<file path="src/rtl/gpu_cache_pkg.sv">
// Shared definitions for the texture cache and its refill path.
package gpu_cache_pkg;

  localparam int VRAM_WORD_AW = 17;
  localparam int LOOK_AW      = 19;

  typedef enum logic [1:0] {
    IDLE   = 2'd0,
    REQ    = 2'd1,
    DATA   = 2'd2,
    SETTLE = 2'd3
  } fillState_t;

  // Lookup addresses count halfwords; four halfwords make one 64-bit VRAM word.
  function automatic logic [VRAM_WORD_AW-1:0] wordOf(input logic [LOOK_AW-1:0] lookAdr);
    return VRAM_WORD_AW'(lookAdr >> 2);
  endfunction

endpackage

</file>
<file path="src/rtl/cache_write_port_mux.sv">
// Arbitrates the single cache write port between snooped bus writes and
// refill data. Snoops always win; a colliding fill waits in a one-entry
// buffer and is thrown away if a newer snoop lands on the same word.
module cache_write_port_mux
  import gpu_cache_pkg::*;
(
  input  logic                    i_clk,
  input  logic                    i_nrst,
  input  logic                    clearCache,
  input  logic                    spyWrite,
  input  logic [VRAM_WORD_AW-1:0] spyAdr,
  input  logic [63:0]             spyData,
  input  logic                    fillWrite,
  input  logic [VRAM_WORD_AW-1:0] fillAdr,
  input  logic [63:0]             fillData,
  output logic                    write,
  output logic [VRAM_WORD_AW-1:0] adressIn,
  output logic [63:0]             dataIn,
  output logic                    holdPending
);

  logic                    holdValid;
  logic [VRAM_WORD_AW-1:0] holdAdr;
  logic [63:0]             holdData;

  logic                    pendValid;
  logic [VRAM_WORD_AW-1:0] pendAdr;
  logic [63:0]             pendData;

  logic                    writeNext;
  logic [VRAM_WORD_AW-1:0] adressNext;
  logic [63:0]             dataNext;
  logic                    holdValidNext;
  logic [VRAM_WORD_AW-1:0] holdAdrNext;
  logic [63:0]             holdDataNext;

  // Choose the next cache write; a displaced fill (new or already held) goes to the buffer unless the snoop overwrote its word.
  always_comb begin
    pendValid     = fillWrite || (holdValid && !clearCache);
    pendAdr       = fillWrite ? fillAdr  : holdAdr;
    pendData      = fillWrite ? fillData : holdData;
    writeNext     = 1'b0;
    adressNext    = adressIn;
    dataNext      = dataIn;
    holdValidNext = 1'b0;
    holdAdrNext   = holdAdr;
    holdDataNext  = holdData;
    if (spyWrite) begin
      writeNext  = 1'b1;
      adressNext = spyAdr;
      dataNext   = spyData;
      if (pendValid && (pendAdr != spyAdr)) begin
        holdValidNext = 1'b1;
        holdAdrNext   = pendAdr;
        holdDataNext  = pendData;
      end
    end else if (pendValid) begin
      writeNext  = 1'b1;
      adressNext = pendAdr;
      dataNext   = pendData;
    end
  end

  // Register the write port and the hold buffer.
  always_ff @(posedge i_clk or negedge i_nrst) begin
    if (!i_nrst) begin
      write     <= 1'b0;
      adressIn  <= '0;
      dataIn    <= '0;
      holdValid <= 1'b0;
      holdAdr   <= '0;
      holdData  <= '0;
    end else begin
      write     <= writeNext;
      adressIn  <= adressNext;
      dataIn    <= dataNext;
      holdValid <= holdValidNext;
      holdAdr   <= holdAdrNext;
      holdData  <= holdDataNext;
    end
  end

  assign holdPending = holdValid;

endmodule

</file>
<file path="src/rtl/texture_cache_filler.sv">
// Refill controller for the dual-port texture cache: fetches one missing
// VRAM word at a time and writes it back, sharing the cache write port
// with forwarded bus snoops.
module texture_cache_filler
  import gpu_cache_pkg::*;
#(
  parameter int SETTLE_CYCLES = 1
) (
  input  logic                    i_clk,
  input  logic                    i_nrst,
  input  logic                    i_clearCache,
  input  logic                    i_isMissA,
  input  logic                    i_isMissB,
  input  logic [LOOK_AW-1:0]      i_adressLookA,
  input  logic [LOOK_AW-1:0]      i_adressLookB,
  input  logic                    i_spyWrite,
  input  logic [VRAM_WORD_AW-1:0] i_spyAdr,
  input  logic [63:0]             i_spyData,
  output logic                    o_memReq,
  output logic [VRAM_WORD_AW-1:0] o_memAdr,
  input  logic                    i_memAck,
  input  logic                    i_memDataValid,
  input  logic [63:0]             i_memData,
  output logic                    o_write,
  output logic [VRAM_WORD_AW-1:0] o_adressIn,
  output logic [63:0]             o_dataIn,
  output logic                    o_busy
);

  localparam logic [1:0] SETTLE_LAST = 2'(SETTLE_CYCLES - 1);

  fillState_t              state;
  fillState_t              stateNext;
  logic [VRAM_WORD_AW-1:0] fillAdr;
  logic [VRAM_WORD_AW-1:0] fillAdrNext;
  logic                    stale;
  logic                    staleNext;
  logic [1:0]              settleCnt;
  logic [1:0]              settleCntNext;
  logic                    spyHitsFill;
  logic                    fillWrite;
  logic                    holdPending;

  assign spyHitsFill = i_spyWrite && (i_spyAdr == fillAdr);

  // State register plus the fetch address, stale flag and settle counter.
  always_ff @(posedge i_clk or negedge i_nrst) begin
    if (!i_nrst) begin
      state     <= IDLE;
      fillAdr   <= '0;
      stale     <= 1'b0;
      settleCnt <= '0;
    end else begin
      state     <= stateNext;
      fillAdr   <= fillAdrNext;
      stale     <= staleNext;
      settleCnt <= settleCntNext;
    end
  end

  // Fetch sequencing; a new fetch waits while a displaced fill is still queued so the buffer never overflows.
  always_comb begin
    stateNext     = state;
    fillAdrNext   = fillAdr;
    staleNext     = stale;
    settleCntNext = settleCnt;
    fillWrite     = 1'b0;
    case (state)
      IDLE: begin
        if (!holdPending && (i_isMissA || i_isMissB)) begin
          fillAdrNext = i_isMissA ? wordOf(i_adressLookA) : wordOf(i_adressLookB);
          staleNext   = 1'b0;
          stateNext   = REQ;
        end
      end
      REQ: begin
        if (i_clearCache || spyHitsFill) staleNext = 1'b1;
        if (i_memAck) stateNext = DATA;
      end
      DATA: begin
        if (i_clearCache || spyHitsFill) staleNext = 1'b1;
        if (i_memDataValid) begin
          fillWrite     = !(stale || i_clearCache || spyHitsFill);
          settleCntNext = '0;
          stateNext     = SETTLE;
        end
      end
      SETTLE: begin
        if (settleCnt == SETTLE_LAST) stateNext = IDLE;
        else settleCntNext = settleCnt + 2'd1;
      end
      default: stateNext = IDLE;
    endcase
  end

  assign o_memReq = (state == REQ);
  assign o_memAdr = fillAdr;
  assign o_busy   = (state != IDLE);

  cache_write_port_mux writePort (
    .i_clk       (i_clk),
    .i_nrst      (i_nrst),
    .clearCache  (i_clearCache),
    .spyWrite    (i_spyWrite),
    .spyAdr      (i_spyAdr),
    .spyData     (i_spyData),
    .fillWrite   (fillWrite),
    .fillAdr     (fillAdr),
    .fillData    (i_memData),
    .write       (o_write),
    .adressIn    (o_adressIn),
    .dataIn      (o_dataIn),
    .holdPending (holdPending)
  );

endmodule
</file>
<file path="config.mk">
export PLATFORM = sky130hd
export DESIGN_NAME = texture_cache_filler
export DESIGN_NICKNAME = d
export VERILOG_FILES = /design/src/rtl/gpu_cache_pkg.sv /design/src/rtl/cache_write_port_mux.sv /design/src/rtl/texture_cache_filler.sv
export SDC_FILE = /design/constraint.sdc
export NUM_CORES = 1
export LEC_CHECK = 0
export ABC_CLOCK_PERIOD_IN_PS = 4050
export CORE_MARGIN = 5
export CORE_UTILIZATION = 31
export DETAILED_ROUTE_END_ITERATION = 10
export GPL_TIMING_DRIVEN = 0
export PLACE_DENSITY_LB_ADDON = 0.3
export SYNTH_ARGS = -nofsm -noshare
export SYNTH_HDL_FRONTEND = slang
export SYNTH_SLANG_ARGS = --single-unit
export TNS_END_PERCENT = 1
</file>
<file path="constraint.sdc">
create_clock -name i_clk -period 4.05 [get_ports i_clk]
set_input_delay 0.81 -clock i_clk [delete_from_list [all_inputs] [get_ports i_clk]]
set_output_delay 0.81 -clock i_clk [all_outputs]
set_load 0.005 [all_outputs]
</file>
==> flow_metrics.py, run 1 <==
metrics = {
    "timing": {
        "setup_viol": 0,
        "setup_tns_ps": 0,
        "slew_violations": 0,
        "min_period_ps": 3797,
        "timing.final.crit_share_pct": 93.75,
        "fmax_mhz": 263.4,
        "finClkSkew_ps": 16.38,
        "rsz0062_at_grt": "false",
        "slew-limit-headroom_pct": 45.30,
        "hold_viol": 0,
        "worst_slew_pin_slew_ps": 799.9,
    },
    "critical_path": {
        "critPathMaxFanout": 10,
        "r2r_end": "writePort.holdData[21]",
        "crit_path_max_incr_delay_ps": 610,
        "crit_required_ps": 4370,
        "cp_top_family": "buffers and inverters",
        "critPathBufInv": 4,
        "slowest_stage": "clkdlybuf4s50_1",
        "worstPathCellList": "clkdlybuf4s50_1 > nand2b_1 > nand4_1 > nor4_4 > a21oi_1 > buf_2 > nand3_1 > o21ai_0 > a31oi_1 > buf_2 > buf_6 > mux2_4",
        "cp-start-kind": "input pin",
        "critical_path_class": "input pin to register",
        "reg2reg_depth": 11,
        "cp.depth": 12,
        "endpoint_kind": "register",
        "rrSetupSlack_ps": 690,
        "arrival_ps": 4110,
        "rr_startpoint": "o_memAdr[15]",
        "cp_common_cell": "buf_2",
    },
    "layout": {
        "fill_cells": 2955,
        "syn2layout_area_growth_pct": 41.76,
        "fin_util_pct": 44.50,
        "instances_no_fill": 1632,
        "design_area_sq_mm": 0.01358,
        "nNetsFinal": 1418,
        "layout-drive-gt1-share_pct": 11.26,
    },
    "power": {
        "power_leakage_nw": 5.673,
        "ir_drop_v": 0.0002368,
        "pwr_density_cell_mw_per_mm2": 455.1,
        "total_power_mw": 6.180,
    },
    "floorplanning": {
        "num_rows": 64,
        "dieArea_sq_mm": 0.03451,
        "core_area_sq_mm": 0.03051,
        "die_width_microns": 185.8,
        "die_height_microns": 185.8,
        "io_pins": 292,
        "initial_utilization_pct": 31.39,
    },
    "drt": {
        "via_per_inst": 4.801,
        "dr_total_vias": 7835,
        "drtIter0Drc": 408,
        "route.detailed.drc": 0,
        "drt-pass1-iter-count": 4,
        "drt-total-wl_microns": 30330,
        "antenna_left": 0,
        "wl_per_cell_microns": 18.58,
    },
    "synth": {
        "synth_top_cell_by_area": "dfrtp_1",
        "synth.avg_cell_area_sq_um": 10.47,
        "synth_top_cell_area_share_pct": 48.60,
        "yosysWarnings": 0,
        "synth.most_common_cell": "dfrtp_1",
        "syn_inst": 915,
        "synth_nets": 1112,
        "ys_async_sr_fraction_pct": 100.0,
        "synth_ff_type": "dfrtp_1",
        "netlist-cell-type-count": 41,
        "synth_seq_cells": 186,
        "synth_top_cells_by_count": "dfrtp_1 (186), nand2_1 (156), o21ai_0 (154), mux2i_1 (132), inv_1 (51)",
        "synth-edff-count": 0,
        "synth_area_leaders": "dfrtp_1 (49%), mux2i_1 (14%), o21ai_0 (8.0%)",
        "netlist_area_sq_mm": 0.009578,
        "yosysSeqAreaShare_pct": 48.60,
    },
    "clock_network": {
        "ctsResizeCount": 0,
        "cts_hold_buf": 0,
        "clkLatencyLatePin_ps": 440,
        "cts_setup_buffers": 0,
        "root_buffer": "clkbuf_16",
        "cts_buffers": 17,
        "cts_tree": "done",
        "h-tree-depth": 4,
        "clock_sinks": 186,
        "clock_path_buffers": 2,
        "path_clk_slew_ps": 80,
    },
    "grt": {
        "grt_first_pass_wirelength_microns": 47310,
        "grtUsageTotal_pct": 17.50,
        "grt-ovfl-total": 0,
        "grt_max_degree": 99,
        "grt_pass1_vias": 8355,
        "antenna_found_initial": 3,
    },
    "hold_path": {
        "hold_class": "input pin to asynchronous set/reset pin",
    },
    "run": {
        "maxCapViolCount": 0,
    },
    "place": {
        "dpl.hpwl_microns": 22480,
        "dpl-instance-area_sq_mm": 0.01297,
        "io_buffers": 286,
        "place.gp.congestion": 0.8630,
        "dpl.cell_count": 1598,
    },
    "outcome": {
        "status": "completed",
    },
}
## power by group
group / total (mW) / internal [mW] / switching (mW)
combinational: 1.93 / 1.05 / 0.883
clock: 1.73 / 0.895 / 0.831
sequential: 2.52 / 2.20 / 0.321
total: 6.18 / 4.15 / 2.03
## final cells by class
class                   count  area (sq um)  area share (%)
inverters                  51         191.4           1.410
flip-flops and latches    186          4654           34.28
plain buffers              57         266.5           1.963
repair buffers            287          2895           21.32
well taps                 396         495.5           3.649
multi-input cells         621          4473           32.94
clock inverters            14         157.7           1.161
diodes                      2         5.005         0.03686
clock buffers              18         439.2           3.234
## cells in the final DEF, fill, tap and decap left out, types with 5 or more instances in the layout
master	netlist	final
ha_1	6	6
inv_1	51	51
mux2i_1	132	132
mux2_4	34	34
xor2_1	10	10
a21oi_1	9	9
clkbuf_1	34	34
nand2_1	156	156
nand3_1	7	7
dfrtp_1	186	186
mux2_2	46	46
clkdlybuf4s50_1	0	285
o21ai_0	154	154
nor2_1	5	5
buf_2	16	15
xnor2_1	16	16
clkbuf_16	0	17
## worst max-delay path by stage
stage / from / endpoint / slack [ps]
2_1_floorplan: i_spyAdr[6] / writePort.holdAdr[0] / 1070
3_3_place_gp: i_nrst / writePort.dataIn[9] / -6150
3_5_place_dp: i_spyAdr[14] / writePort.holdData[55] / -250
4_1_cts: i_spyAdr[14] / writePort.holdData[55] / 170
5_1_grt: i_spyAdr[5] / writePort.holdData[49] / 4
6_report: i_spyAdr[5] / writePort.holdData[21] / 250
## state kept, by name, summed over array words and instances (netlist names)
| signal | cells |
|---|---|
| writePort.dataIn | 64 |
| writePort.holdData | 64 |
| o_memAdr | 17 |
| writePort.adressIn | 17 |
| writePort.holdAdr | 17 |
| settleCnt | 2 |
| state | 2 |
| stale | 1 |
| writePort.holdPending | 1 |
| writePort.write | 1 |
## metrics by stage
| stage | hold slack [ps] | setup slack [ps] |
|---|---|---|
| after detailed placement | 491.6 | -254.9 |
| after global routing | 438.7 | 4.296 |
| final | 389.8 | 253.3 |
| after global placement | 488.5 | -6154 |
| after floorplan | 472.9 | 1069 |
| after CTS | 427.0 | 167.4 |
## per-layer routing
layer  up-vias  wire length [microns]  GRT usage, %
met3        32                   1920         4.651
met1      3844                  13820         24.13
met5         -                     34             0
li1       3751                      -             -
met2       204                  14070         27.40
met4         4                    488         4.605
## cells by family after synthesis
group | Yosys count | synth area share [%]
buffers and inverters | 108 | 4.755
DFF | 186 | 48.60
adders and majority gates | 6 | 0.7838
AOI/OAI and AO/OA | 185 | 10.56
and+or+nand+nor | 192 | 8.400
xor gates and xnor gates | 26 | 2.377
muxes | 212 | 24.53
## worst register-to-register path, cell delays in order (launching register included)
cell and delay, ps:
dfrtp_1 500, xnor2_1 210, nand4_1 200, nor4_4 480, a21oi_1 230, buf_2 280
nand3_1 120, o21ai_0 140, a31oi_1 160, buf_2 340, buf_6 250, mux2_4 320
Power figures use the tool's default switching activity.
==> inputs of run 2 (changes only) <==
CTS_CLUSTER_SIZE = 8   (was unset)
==> results of run 2 <==
Final layout, timing and power as in run 1 (identical DEF).
==> inputs of run 3 (changes only) <==
ABC_CLOCK_PERIOD_IN_PS = 4100   (was 4050)
clock period = 4.1 ns   (was 4.05 ns; I/O delays follow)
==> flow_metrics.py, run 3 (synthesis gave the netlist of run 1 again) <==
metrics = {
    "clock_network": {
        "cts_setup_buffers": 0,
        "h-tree-depth": 4,
        "clkLatencyLatePin_ps": 440,
        "ctsResizeCount": 0,
        "cts_tree": "done",
        "clock_path_buffers": 2,
        "path_clk_slew_ps": 80,
        "cts_buffers": 17,
        "root_buffer": "clkbuf_16",
        "cts_hold_buf": 0,
        "clock_sinks": 186,
    },
    "layout": {
        "design_area_sq_mm": 0.01358,
        "multiInputGateArea_sq_mm": 0.004473,
        "fin_util_pct": 44.50,
        "instances_no_fill": 1632,
        "nNetsFinal": 1418,
        "layout-drive-gt1-share_pct": 11.26,
        "syn2layout_area_growth_pct": 41.74,
        "register_area_sq_mm": 0.004654,
        "fill_cells": 2954,
        "final_common_cell": "clkdlybuf4s50_1",
        "final_cell_mix": "clkdlybuf4s50_1 (285), dfrtp_1 (186), nand2_1 (156)",
        "reg_top3": "writePort.dataIn x64, writePort.holdData x64",
    },
    "drt": {
        "wl_per_cell_microns": 18.57,
        "dr_total_vias": 7819,
        "via_per_inst": 4.791,
        "route.detailed.drc": 0,
        "drt-total-wl_microns": 30300,
        "antenna_left": 0,
        "drt-pass1-iter-count": 4,
        "drtIter0Drc": 407,
    },
    "timing": {
        "slew-limit-headroom_pct": 45.30,
        "whs_ps": 399.3,
        "rsz0062_at_grt": "false",
        "timing.final.crit_share_pct": 92.76,
        "setup_viol": 0,
        "slew_violations": 0,
        "fin_ws_ps": 297.0,
        "hold_viol": 0,
        "setup_tns_ps": 0,
        "finClkSkew_ps": 15.53,
        "fmax_mhz": 262.9,
        "worst_slew_pin_slew_ps": 799.9,
        "min_period_ps": 3803,
    },
    "power": {
        "power_leakage_nw": 5.674,
        "ir_drop_v": 0.0002337,
        "total_power_mw": 6.104,
        "pwr_density_cell_mw_per_mm2": 449.7,
    },
    "floorplanning": {
        "dieArea_sq_mm": 0.03451,
        "core_area_sq_mm": 0.03051,
        "io_pins": 292,
        "num_rows": 64,
        "die_width_microns": 185.8,
        "initial_utilization_pct": 31.39,
        "die_height_microns": 185.8,
    },
    "grt": {
        "grt_pass1_vias": 8355,
        "grt_max_degree": 99,
        "grt_first_pass_wirelength_microns": 47310,
        "grt-ovfl-total": 0,
        "antenna_found_initial": 3,
        "grtUsageTotal_pct": 17.50,
    },
    "place": {
        "dpl.hpwl_microns": 22480,
        "dpl.cell_count": 1598,
        "preCtsSetupSlack_ps": -214.9,
        "place.gp.congestion": 0.8630,
        "io_buffers": 286,
        "dpl-instance-area_sq_mm": 0.01297,
    },
    "critical_path": {
        "crit_required_ps": 4450,
        "crit_path_max_incr_delay_ps": 610,
        "critical_path_class": "input pin to register",
        "worstPathCellList": "clkdlybuf4s50_1 > nand2b_1 > nand4_1 > nor4_4 > a21oi_1 > buf_2 > nand3_1 > o21ai_0 > a31oi_1 > buf_2 > buf_2 > mux2i_1",
        "reg2reg_depth": 11,
        "arrival_ps": 4160,
        "critPathMaxFanout": 10,
        "cp-start-kind": "input pin",
        "cp_common_cell": "buf_2",
        "endpoint_kind": "register",
        "slowest_stage": "clkdlybuf4s50_1",
    },
    "run": {
        "maxCapViolCount": 0,
    },
    "outcome": {
        "status": "completed",
    },
    "hold_path": {
        "hold_class": "input pin to asynchronous set/reset pin",
    },
}
run 3: changes by cell type in the layout (fill, tap and decap cells not counted), sizes merged:
cell,previous run,this run
buf,24,25
clkbuf,53,52
run 3: path summary, 6_finish.rpt:
check	startpoint	slack, ps	end
max in group asynchronous	i_nrst	2780	writePort.dataIn[13]
max reg2reg	o_memAdr[15]	760	writePort.holdData[57]
min reg2reg	writePort.holdData[12]	510	writePort.holdData[12]
min in group i_clk	writePort.holdData[12]	510	writePort.holdData[12]
max	i_spyAdr[5]	300	writePort.holdData[57]
min	i_nrst	400	writePort.dataIn[54]
run 3: report_power, final:
part	switching (mW)	total [mW]	leakage, nW	internal (mW)
Clock	0.822	1.71	0.284	0.884
Sequential	0.317	2.49	2.22	2.17
Combinational	0.871	1.91	3.17	1.04
Total	2.01	6.10	5.67	4.09
run 3: layout make-up:
| cell class | instances | area share [%] |
|---|---|---|
| plain buffers | 57 | 1.945 |
| well taps | 396 | 3.650 |
| inverters | 51 | 1.410 |
| clock buffers | 18 | 3.235 |
| diodes | 2 | 0.03687 |
| flip-flops and latches | 186 | 34.29 |
| clock inverters | 14 | 1.161 |
| repair buffers | 287 | 21.33 |
| multi-input cells | 621 | 32.95 |
run 3: worst max-delay path, delay by kind of cell:
family	cells	cell delay, ps
AO/OA/AOI/OAI	3	520
buffers and inverters	4	1600
multiplexers	1	230
AND/OR/NAND/NOR	4	970
run 3: routing by layer:
layer / track usage (%) / up-vias / wire, microns
li1: - / 3750 / -
met1: 24.13 / 3832 / 13710
met2: 27.40 / 201 / 14070
met3: 4.651 / 32 / 2000
met4: 4.605 / 4 / 488
met5: 0 / - / 34
